[src/rtl/bus_cycle_generator.sv]
// bus_cycle_generator
//   Bus master that runs 8088-style bus cycles (T1-T2-T3-[Tw]-T4) on behalf of
//   a non-CPU master (DMA, refresh, debug bridge). A request is accepted in IDLE
//   on a CPU-clock falling edge. The CPU-side status and strobes are then driven
//   with the same timing the CPU itself would produce. The downstream bus
//   controller decodes these into MEMR_N/MEMW_N/IOR_N/IOW_N.
//
//   Ports
//     clock, reset             system clock, synchronous active-high reset
//     cpu_clock_posedge/negedge one-clock enables for CPU clock rise/fall
//     req, req_io, req_write   cycle request and its type
//     req_address, req_data    cycle address and write data
//     ready, bus_data_in       bus READY and read data from the bus
//     busy, ack, timeout       cycle in progress, completion pulse, wait expiry
//     rd_data                  captured read data (0xFF after a timeout)
//     ALE, RD_N, WR_N          address latch enable and active-low strobes
//     IO_OR_M, DT_OR_R         I/O-vs-memory and transmit-vs-receive status
//     address, data_out        cycle address and write data to the bus
//     data_out_enable          drive data_out onto the bus
module bus_cycle_generator #(
  parameter logic [7:0] MAX_WAIT = 8'd255
) (
  input  logic        clock,
  input  logic        reset,
  input  logic        cpu_clock_posedge,
  input  logic        cpu_clock_negedge,
  input  logic        req,
  input  logic        req_io,
  input  logic        req_write,
  input  logic [19:0] req_address,
  input  logic [7:0]  req_data,
  input  logic        ready,
  input  logic [7:0]  bus_data_in,
  output logic        busy,
  output logic        ack,
  output logic        timeout,
  output logic [7:0]  rd_data,
  output logic        ALE,
  output logic        RD_N,
  output logic        WR_N,
  output logic        IO_OR_M,
  output logic        DT_OR_R,
  output logic [19:0] address,
  output logic [7:0]  data_out,
  output logic        data_out_enable
);

  typedef enum logic [2:0] {
    S_IDLE,
    S_T1,
    S_T2,
    S_T3,
    S_TW,
    S_T4
  } state_t;

  state_t      state, state_nx;
  logic [7:0]  wait_cnt, wait_cnt_nx;
  logic        ready_q, ready_q_nx;
  logic        write_q, write_q_nx;
  logic [7:0]  wdata_q, wdata_q_nx;
  logic        expired, expired_nx;

  logic        busy_nx, ack_nx, timeout_nx;
  logic [7:0]  rd_data_nx;
  logic        ale_nx, rd_n_nx, wr_n_nx, io_or_m_nx, dt_or_r_nx;
  logic [19:0] address_nx;
  logic [7:0]  data_out_nx;
  logic        data_out_enable_nx;

  always_ff @(posedge clock) begin
    if (reset) begin
      state           <= S_IDLE;
      wait_cnt        <= 8'd0;
      ready_q         <= 1'b0;
      write_q         <= 1'b0;
      wdata_q         <= 8'd0;
      expired         <= 1'b0;
      busy            <= 1'b0;
      ack             <= 1'b0;
      timeout         <= 1'b0;
      rd_data         <= 8'd0;
      ALE             <= 1'b0;
      RD_N            <= 1'b1;
      WR_N            <= 1'b1;
      IO_OR_M         <= 1'b0;
      DT_OR_R         <= 1'b1;
      address         <= 20'd0;
      data_out        <= 8'd0;
      data_out_enable <= 1'b0;
    end else begin
      state           <= state_nx;
      wait_cnt        <= wait_cnt_nx;
      ready_q         <= ready_q_nx;
      write_q         <= write_q_nx;
      wdata_q         <= wdata_q_nx;
      expired         <= expired_nx;
      busy            <= busy_nx;
      ack             <= ack_nx;
      timeout         <= timeout_nx;
      rd_data         <= rd_data_nx;
      ALE             <= ale_nx;
      RD_N            <= rd_n_nx;
      WR_N            <= wr_n_nx;
      IO_OR_M         <= io_or_m_nx;
      DT_OR_R         <= dt_or_r_nx;
      address         <= address_nx;
      data_out        <= data_out_nx;
      data_out_enable <= data_out_enable_nx;
    end
  end

  always_comb begin
    state_nx           = state;
    wait_cnt_nx        = wait_cnt;
    ready_q_nx         = ready_q;
    write_q_nx         = write_q;
    wdata_q_nx         = wdata_q;
    expired_nx         = expired;
    busy_nx            = busy;
    ack_nx             = 1'b0;
    timeout_nx         = 1'b0;
    rd_data_nx         = rd_data;
    ale_nx             = ALE;
    rd_n_nx            = RD_N;
    wr_n_nx            = WR_N;
    io_or_m_nx         = IO_OR_M;
    dt_or_r_nx         = DT_OR_R;
    address_nx         = address;
    data_out_nx        = data_out;
    data_out_enable_nx = data_out_enable;

    unique case (state)
      S_IDLE: begin
        if (cpu_clock_negedge && req) begin
          state_nx    = S_T1;
          write_q_nx  = req_write;
          wdata_q_nx  = req_data;
          wait_cnt_nx = 8'd0;
          expired_nx  = 1'b0;
          ale_nx      = 1'b1;
          io_or_m_nx  = req_io;
          dt_or_r_nx  = req_write;
          address_nx  = req_address;
          busy_nx     = 1'b1;
        end
      end

      S_T1: begin
        if (cpu_clock_posedge) begin
          ale_nx = 1'b0;
        end
        if (cpu_clock_negedge) begin
          // ALE is also dropped here so it can never overlap a strobe,
          // even if no CPU rising edge was flagged during T1.
          state_nx = S_T2;
          ale_nx   = 1'b0;
          if (write_q) begin
            wr_n_nx            = 1'b0;
            data_out_nx        = wdata_q;
            data_out_enable_nx = 1'b1;
          end else begin
            rd_n_nx = 1'b0;
          end
        end
      end

      S_T2: begin
        if (cpu_clock_negedge) begin
          state_nx = S_T3;
        end
      end

      S_T3, S_TW: begin
        if (cpu_clock_posedge) begin
          ready_q_nx = ready;
        end
        if (cpu_clock_negedge) begin
          if (ready_q) begin
            state_nx = S_T4;
            rd_n_nx  = 1'b1;
            wr_n_nx  = 1'b1;
            if (!write_q) begin
              rd_data_nx = bus_data_in;
            end
          end else if (state == S_TW && wait_cnt >= MAX_WAIT) begin
            // Wait budget exhausted: finish the cycle as if READY had
            // arrived, but flag it and return a recognisable data value.
            state_nx   = S_T4;
            rd_n_nx    = 1'b1;
            wr_n_nx    = 1'b1;
            expired_nx = 1'b1;
            rd_data_nx = 8'hFF;
          end else begin
            state_nx = S_TW;
            if (wait_cnt != 8'hFF) begin
              wait_cnt_nx = wait_cnt + 8'd1;
            end
          end
        end
      end

      S_T4: begin
        if (cpu_clock_negedge) begin
          state_nx           = S_IDLE;
          data_out_enable_nx = 1'b0;
          dt_or_r_nx         = 1'b1;
          busy_nx            = 1'b0;
          ack_nx             = 1'b1;
          timeout_nx         = expired;
        end
      end

      default: begin
        state_nx = S_IDLE;
      end
    endcase
  end

endmodule
[config.mk]
export PLATFORM = sky130hd
export DESIGN_NAME = bus_cycle_generator
export DESIGN_NICKNAME = d
export VERILOG_FILES = /design/src/rtl/bus_cycle_generator.sv
export SDC_FILE = /design/constraint.sdc
export NUM_CORES = 1
export LEC_CHECK = 0
export ABC_CLOCK_PERIOD_IN_PS = 2000
export CORE_MARGIN = 3
export CORE_UTILIZATION = 42
export CTS_BUF_LIST = sky130_fd_sc_hd__clkbuf_2
export CTS_CLUSTER_SIZE = 14
export DETAILED_ROUTE_END_ITERATION = 7
export PLACE_DENSITY_LB_ADDON = 0.3
export SYNTH_ARGS = -nofsm -noshare
export SYNTH_HDL_FRONTEND = slang
export SYNTH_SLANG_ARGS = --single-unit
export TNS_END_PERCENT = 100
[constraint.sdc]
create_clock -name clock -period 2 [get_ports clock]
set_input_delay 0.4 -clock clock [delete_from_list [all_inputs] [get_ports clock]]
set_output_delay 0.4 -clock clock [all_outputs]
set_load 0.1 [all_outputs]
==> results of run 1 <==
how the worst max path moves through the flow:
stage,start,endpoint,slack [ns]
2_1_floorplan,state[0],wait_cnt[7],-0.05
4_1_cts,wait_cnt[0],wait_cnt[5],0.008
3_5_place_dp,req,wait_cnt[5],-0.24
5_1_grt,state[0],wait_cnt[6],-0.003
3_3_place_gp,req,wait_cnt[5],-0.18
6_report,wait_cnt[0],wait_cnt[7],0.08
metal layers:
layer  global-route usage [%]  share of wire [%]  routed length [µm]
met5                        0                  0                   0
met4                    6.906                1.5                  93
met3                    7.184                 10                 664
met2                    28.18                 44                2816
met1                    22.49                 44                2831
where the power goes:
group	leakage [nW]	switching (mW)	total, mW	internal, mW
clock network	0.0651	0.447	0.720	0.274
registers	0.546	0.0271	1.41	1.38
logic	0.892	0.341	0.523	0.182
total	1.50	0.814	2.65	1.83
flip-flops by register name, summed over array words and instances (netlist names):
signal,flops
address,20
data_out,8
rd_data,8
wait_cnt,8
wdata_q,8
state,3
ALE,1
DT_OR_R,1
IO_OR_M,1
RD_N,1
WR_N,1
ack,1
busy,1
data_out_enable,1
expired,1
ready_q,1
timeout,1
write_q,1
worst register-to-register path: stages (launching register included):
cell	delay [ns]
dfxtp_2	0.36
ha_2	0.19
and3_4	0.19
o2bb2ai_1	0.14
a221o_1	0.37
or4_1	0.51
a21oi_1	0.13
timing repair:
action / 4_1_cts / 5_1_grt
gates resized for setup: 1 / 12
hold endpoints to repair: 0 / 0
pin swaps: 0 / 4
hold buffers: 0 / 0
setup endpoints to repair: 2 / 12
buffers inserted: 1 / 1
logic make-up (layout without fill, tap and decap cells):
group	count (synthesis)	count (layout)	share of synthesized area [%]
adders and majority gates	1	1	0.4763
muxes	10	10	3.859
AOI/OAI and AO/OA	68	68	15.58
DFF	67	67	51.07
and+or+nand+nor	134	134	22.96
xor gates and xnor gates	1	1	0.3336
buffers and inverters	34	137	5.717
cells in the final DEF, fill, tap and decap left out, drive strengths merged, types with 3 or more instances in the layout:
cell,netlist,routed
a21oi,42,42
a311oi,8,8
and3,3,3
buf,3,69
clkbuf,19,10
clkdlybuf4s50,0,42
clkinv,0,3
dfxtp,67,67
inv,12,12
mux2i,9,9
nand2,71,71
nand3,5,5
nand4,3,3
nor2,28,28
nor2b,3,3
nor3,5,5
o21ai,8,8
per-stage QoR:
step | power (mW) | util [%] | instances | instance area, µm²
6_report | 2.649 | 61.97 | 493 | 3712
5_1_grt | 2.780 | 61.97 | 493 | 3712
4_1_cts | 2.669 | 61.15 | 492 | 3664
3_5_place_dp | 1.953 | 59.44 | 477 | 3561
3_3_place_gp | 1.947 | 59.44 | 477 | 3561
2_1_floorplan | 1.768 | - | 315 | 2626
layout make-up:
class | count | area share (%)
flip-flops and latches | 67 | 36.27
clock buffers | 10 | 1.348
multi-input cells | 214 | 31.38
clock inverters | 4 | 1.180
inverters | 12 | 1.213
repair buffers | 111 | 26.09
well taps | 75 | 2.528
==> parameters.txt, run 1 <==
Parameter                              Value

Critical path
  Largest stage delay, worst path ... 0.51 ns
  Worst reg2reg setup slack ... about 0.076 ns
  Cell count of the worst reg-to-reg path ... 6
  Cell Chain, Critical Path ... ha_2 > and3_4 > o2bb2ai_1 > a221o_1 > or4_1 > a21oi_1
  Worst Setup Path Type ... reg2reg
  Largest driver fanout on the critical path ... 4
  Arrival time of data at the critical path endpoint ... ~2.3 ns
  Buf/Inv on CP ... 0
  Cell class contributing the biggest share of worst-path delay ... simple AND/OR/NAND/NOR gates
  Path length in cells of the critical path ... 6
  Critical R2R Capture ... wait_cnt[7]
  Crit path max-delay cell type ... or4_1
  Kind of capture point of the worst setup path ... flop
  CP required ... between 2 and 2.5 ns
  Startpoint kind of the worst setup timing path ... flop
  Startpoint of the most critical register-to-register path ... wait_cnt[0]

Hold path
  Hold-critical path depth ... 2
  Hold Crit Start ... reset
  Endpoint, Worst Hold ... rd_data[7]
  Worst min path class ... in2reg

Route
  Detailed-route via count ... between 2000 and 2500
  Drt initial violations ... a little over 90
  Total routed wirelength ... roughly 6400 µm
  Vias per Instance ... around 5
  Number of routed nets with antenna violations ... 0
  First-pass detailed-route iteration total ... 4
  DRC ... 0
  WL/cell ... around 13 µm

Yosys
  Mapped Cells ... between 300 and 400
  Sequential share of the synthesized area ... between 50 and 60%
  Count of different cell masters after synthesis ... 39
  Avg Inst Size Synth ... ~8.3 µm²
  Async S/R FF share, synth ... 0%
  Yosys warning count ... 0
  Top cells by count, synth ... nand2_1, dfxtp_1, a21oi_1, nor2_1, clkbuf_1
  Most used DFF post-synth ... dfxtp_1
  Leading cell type by number of instances after synthesis ... nand2_1
  Post-synth EDFFs ... 0
  Top-area cell type share of the netlist area ... around 51%
  Yosys reg bits ... 67
  Mapped Area ... between 0.002 and 0.003 mm²
  Top area cells in the synthesized netlist ... dfxtp_1, nand2_1, a21oi_1
  Post-synth top area cell ... dfxtp_1
  Number of nets in the synthesized netlist ... 360

STA
  Setup repair after global routing missed its margin ... true
  Worst max-slew margin expressed relative to the limit ... between 70% and 80%
  Fin crit period ... approximately 1.9 ns
  Worst-case setup margin in the final layout ... about 0.076 ns
  Setup-violating endpoint count in the final report ... 0
  Share of the clock period used by the worst path ... 96.21%
  Fmax ... roughly 520 MHz
  Actual transition at the worst max-transition pin ... around 0.36 ns
  Setup Total Neg Slack ... 0 ns
  Worst clock skew on the final layout ... approximately 0.017 ns
  Number of failing hold endpoints at the final stage ... 0
  Final Max Slew Viols ... 0
  Final-layout worst hold slack ... roughly 0.26 ns

Global routing
  Largest net degree at the start of global routing ... 34
  Gr usage total ... about 18%
  Global-route wire length before repair ... 10560 µm
  Number of antenna violations at the first check in global routing ... 0
  Via count of the first global-routing pass ... 2318
  Global route overflow ... 0

Clock network
  TritonCTS buffer count ... 9
  Clock Path Buffers ... 2
  Clock latency on the worst-skew pair ... approximately 0.47 ns
  Clock slew seen by the registers of the worst setup and hold paths ... 0.17 ns
  Clock root cell ... clkbuf_2
  H-Tree Depth ... 3
  TritonCTS clock tree ... done
  Clk sink count ... between 60 and 70

Place
  Pre-CTS worst setup slack ... -0.2400 ns
  Count of buffers inserted at the top-level ports ... 88
  Final weighted congestion in routability-driven placement ... 0.8353
  Placed wire-length estimate ... approximately 4600 µm

Floorplan
  Overall die area ... 0.007238 mm²
  IO Pins ... 89
  Die boundary height ... around 85 µm
  Core Rows ... 28
  Area of the core region ... between 0.005 and 0.006 mm²
  Starting density of the core ... around 44%
  Chip width ... 85.08 µm

Pwr
  Largest vdd supply drop ... around 0.36 mV
  Power per unit of standard cell area ... ~710 mW/mm²
  Total leakage power ... about 1.5 nW

Outcome
  Outcome ... finished clean

Final layout
  Area used by multi-input combinational logic ... about 0.0012 mm²
  Proportion of layout cells with a drive suffix above 1 ... between 20% and 30%
  Number of fill cells in the layout ... between 500 and 600
  Number of antenna diodes ... 0
  Area growth from synthesis to final layout ... 41.35%
  Area taken by flip-flops and latches ... 0.001346 mm²
  NumNets Final ... between 400 and 500

Job
  Max-cap violations ... 0
(Power assumes the default switching activity.)
==> inputs of run 2 (changes only) <==
--- a/config.mk
+++ b/config.mk
@@ -6,8 +6,10 @@
 export NUM_CORES = 1
 export LEC_CHECK = 0
 export ABC_CLOCK_PERIOD_IN_PS = 2000
+export CELL_PAD_IN_SITES_DETAIL_PLACEMENT = 0
+export CELL_PAD_IN_SITES_GLOBAL_PLACEMENT = 1
 export CORE_MARGIN = 3
-export CORE_UTILIZATION = 42
+export CORE_UTILIZATION = 30
 export CTS_BUF_LIST = sky130_fd_sc_hd__clkbuf_2
 export CTS_CLUSTER_SIZE = 14
 export DETAILED_ROUTE_END_ITERATION = 7
==> parameters.txt, run 2 (same netlist as run 1, synthesis figures left out) <==
Parameter                              Value

Clock network
  Clk sink count ... 67 (unchanged)
  H-Tree Depth ... 3 (unchanged)
  Setup bufs post-CTS ... 0 (-1)
  Number of buffers inserted for hold repair after clock tree synthesis ... 0 (unchanged)
  TritonCTS clock tree ... done
  Clock root cell ... clkbuf_2
  Clock latency on the worst-skew pair ... 0.48 ns (about the same)
  Clock slew seen by the registers of the worst setup and hold paths ... 0.21 ns (+0.04 ns)
  TritonCTS buffer count ... 9 (unchanged)
  Clock Path Buffers ... 2 (unchanged)

Pwr
  Power per unit of standard cell area ... 727.7 mW/mm² (+2.0%)
  Net Switching ... 0.8878 mW (+9.0%)
  Share of total power in sequential cells ... 51.2% (-1.9 points)
  Combinational share of power ... 19.1% (-0.6 points)
  Switching share of total power ... 32.32% (+1.6 points)
  Total leakage power ... 1.516 nW (+0.85%)
  Clock Power Share ... 29.7% (+2.5 points)
  Largest vdd supply drop ... 0.3073 mV (-16%)
  Internal power ... 1.859 mW (+1.3%)

Critical path
  Cell class contributing the biggest share of worst-path delay ... simple AND/OR/NAND/NOR gates
  Worst Setup Path Type ... reg2reg
  CP required ... 2.43 ns (+0.02 ns)
  Cell Chain, Critical Path ... ha_4 > and3_4 > o2bb2ai_2 > a221o_1 > or4_1 > a21oi_1
  Kind of capture point of the worst setup path ... flop
  Buf/Inv on CP ... 0 (unchanged)
  Arrival time of data at the critical path endpoint ... 2.34 ns (about the same)
  Largest stage delay, worst path ... 0.48 ns (-0.03 ns)
  Crit path max-delay cell type ... or4_1
  Startpoint kind of the worst setup timing path ... flop
  Largest driver fanout on the critical path ... 4 (unchanged)

STA
  Worst max-slew margin expressed relative to the limit ... 76.08% (-0.18 points)
  Actual transition at the worst max-transition pin ... 0.3588 ns (+0.002680 ns)
  Setup-violating endpoint count in the final report ... 0 (unchanged)
  Worst-case setup margin in the final layout ... 0.09596 ns (+0.02015 ns)
  Fmax ... 525.2 MHz (+1.1%)
  Final Max Slew Viols ... 0 (unchanged)
  Fin crit period ... 1.904 ns (-0.02015 ns)
  Setup Total Neg Slack ... 0 ns (unchanged)
  Number of failing hold endpoints at the final stage ... 0 (unchanged)
  Share of the clock period used by the worst path ... 95.20% (-1.0 points)
  Worst clock skew on the final layout ... 0.01953 ns (+0.002435 ns)

Route
  First-pass detailed-route iteration total ... 5 (+1)
  Vias per Instance ... 4.681 (-6.2%)
  Met2 wire len ... 3001 µm (+6.6%)
  Detailed-route via count ... 2462 (+0.081%)
  Wl on met1 ... 3193 µm (+13%)
  DRC ... 0 (unchanged)
  Highest metal layer with signal wires ... met4
  Metal3 WL ... 620 µm (-6.6%)
  Number of routed nets with antenna violations ... 0 (unchanged)
  Drt initial violations ... 80 (-12%)
  WL/cell ... 13.08 µm (+0.62%)
  Total routed wirelength ... 6878 µm (+7.4%)

Global routing
  Largest net degree at the start of global routing ... 34 (unchanged)
  Number of antenna violations at the first check in global routing ... 0 (unchanged)
  Global route overflow ... 0 (unchanged)
  Global-route wire length before repair ... 11090 µm (+5.0%)
  Gr usage total ... 14.02% (-4.1 points)
  Via count of the first global-routing pass ... 2373 (+2.4%)

Outcome
  Outcome ... finished clean

Floorplan
  Chip width ... 99.57 µm (+17%)
  Die boundary height ... 99.57 µm (+17%)
  Overall die area ... 0.009913 mm² (+37%)
  IO Pins ... 89 (unchanged)
  Starting density of the core ... 31.49% (-12 points)
  Core Rows ... 33 (+18%)
  Area of the core region ... 0.008341 mm² (+39%)

Final layout
  Area growth from synthesis to final layout ... 43.74%
  Most common library cell in the layout ignoring fill and taps ... nand2_1
  Commonest non-fill, non-tap cells in the layout ... nand2_1, buf_4, dfxtp_1, a21oi_1, clkdlybuf4s50_1
  Max FFs per register ... 20 (unchanged)
  Finished Core Util ... 45.26% (-17 points)
  Number of standard cells in the final layout excluding fillers ... 526 (+6.7%)
  Largest Register ... address
  Post-route cell area ... 0.003775 mm² (+1.7%)
  Number of antenna diodes ... 0 (unchanged)
  Proportion of layout cells with a drive suffix above 1 ... 23.28% (+0.072 points)
  NumNets Final ... 461 (+0.22%)

Place
  Placement Cell Area ... 0.003608 mm² (+1.3%)
  Count of buffers inserted at the top-level ports ... 88 (unchanged)
  Pre-CTS worst setup slack ... -0.2195 ns (+0.02046 ns)
  Number of placed cells counting well taps ... 510 (+6.9%)
  Placed wire-length estimate ... 4924 µm (+7.7%)
  Final weighted congestion in routability-driven placement ... 0.8184 (-2.0%)

Hold path
  Worst min path class ... in2reg

Job
  Max-cap violations ... 0 (unchanged)
==> run 2: routing by layer <==
metal,up-vias,global-route usage [%]
li1,1266,-
met1,1112,17.84
met2,77,21.07
met3,7,5.330
met4,0,6.303
met5,-,0
==> run 2: final timing paths <==
path          startpoint          end  slack (ns)  cells past startpoint
max          wait_cnt[0]  wait_cnt[7]         0.1                      6
min                reset  wait_cnt[1]        0.17                      2
max reg2reg  wait_cnt[0]  wait_cnt[7]         0.1                      6
min reg2reg   wdata_q[2]   wdata_q[2]        0.47                      2
==> run 2: final cells by class <==
class                   instances  area (µm²)
clock buffers                   9       45.04
clock inverters                 7       77.57
fillers                       875        4566
inverters                      12       45.04
multi-input cells             214        1171
flip-flops and latches         67        1345
well taps                     105       131.4
repair buffers                112       959.7
==> run 2: worst register-to-register path, cell delays in order, from the launching register on <==
cell,delay [ns]
dfxtp_2,0.39
ha_4,0.16
and3_4,0.19
o2bb2ai_2,0.13
a221o_1,0.37
or4_1,0.48
a21oi_1,0.14
==> run 2: power by group through the flow <==
| stage | Combinational (mW) | Sequential [mW] | Clock, mW |
|---|---|---|---|
| final | 0.525 | 1.41 | 0.817 |
| after global routing | 0.561 | 1.41 | 0.932 |
| after CTS | 0.528 | 1.41 | 0.862 |
| after detailed placement | 0.526 | 1.43 | 0 |
| after global placement | 0.524 | 1.43 | 0 |
| after floorplan | 0.136 | 1.63 | 0 |
==> run 2: through the flow <==
step | total power, mW | hold WS, ns
floorplan | 1.768 | 0.4305
global placement | 1.955 | 0.4423
detailed placement | 1.958 | 0.4474
CTS | 2.796 | 0.1184
global route | 2.906 | 0.1214
finish | 2.747 | 0.1667
==> run 2: repair_timing <==
action | in CTS | in global routing
pin swaps | 0 | 5
setup endpoints to repair | 2 | 10
resized for setup | 2 | 8
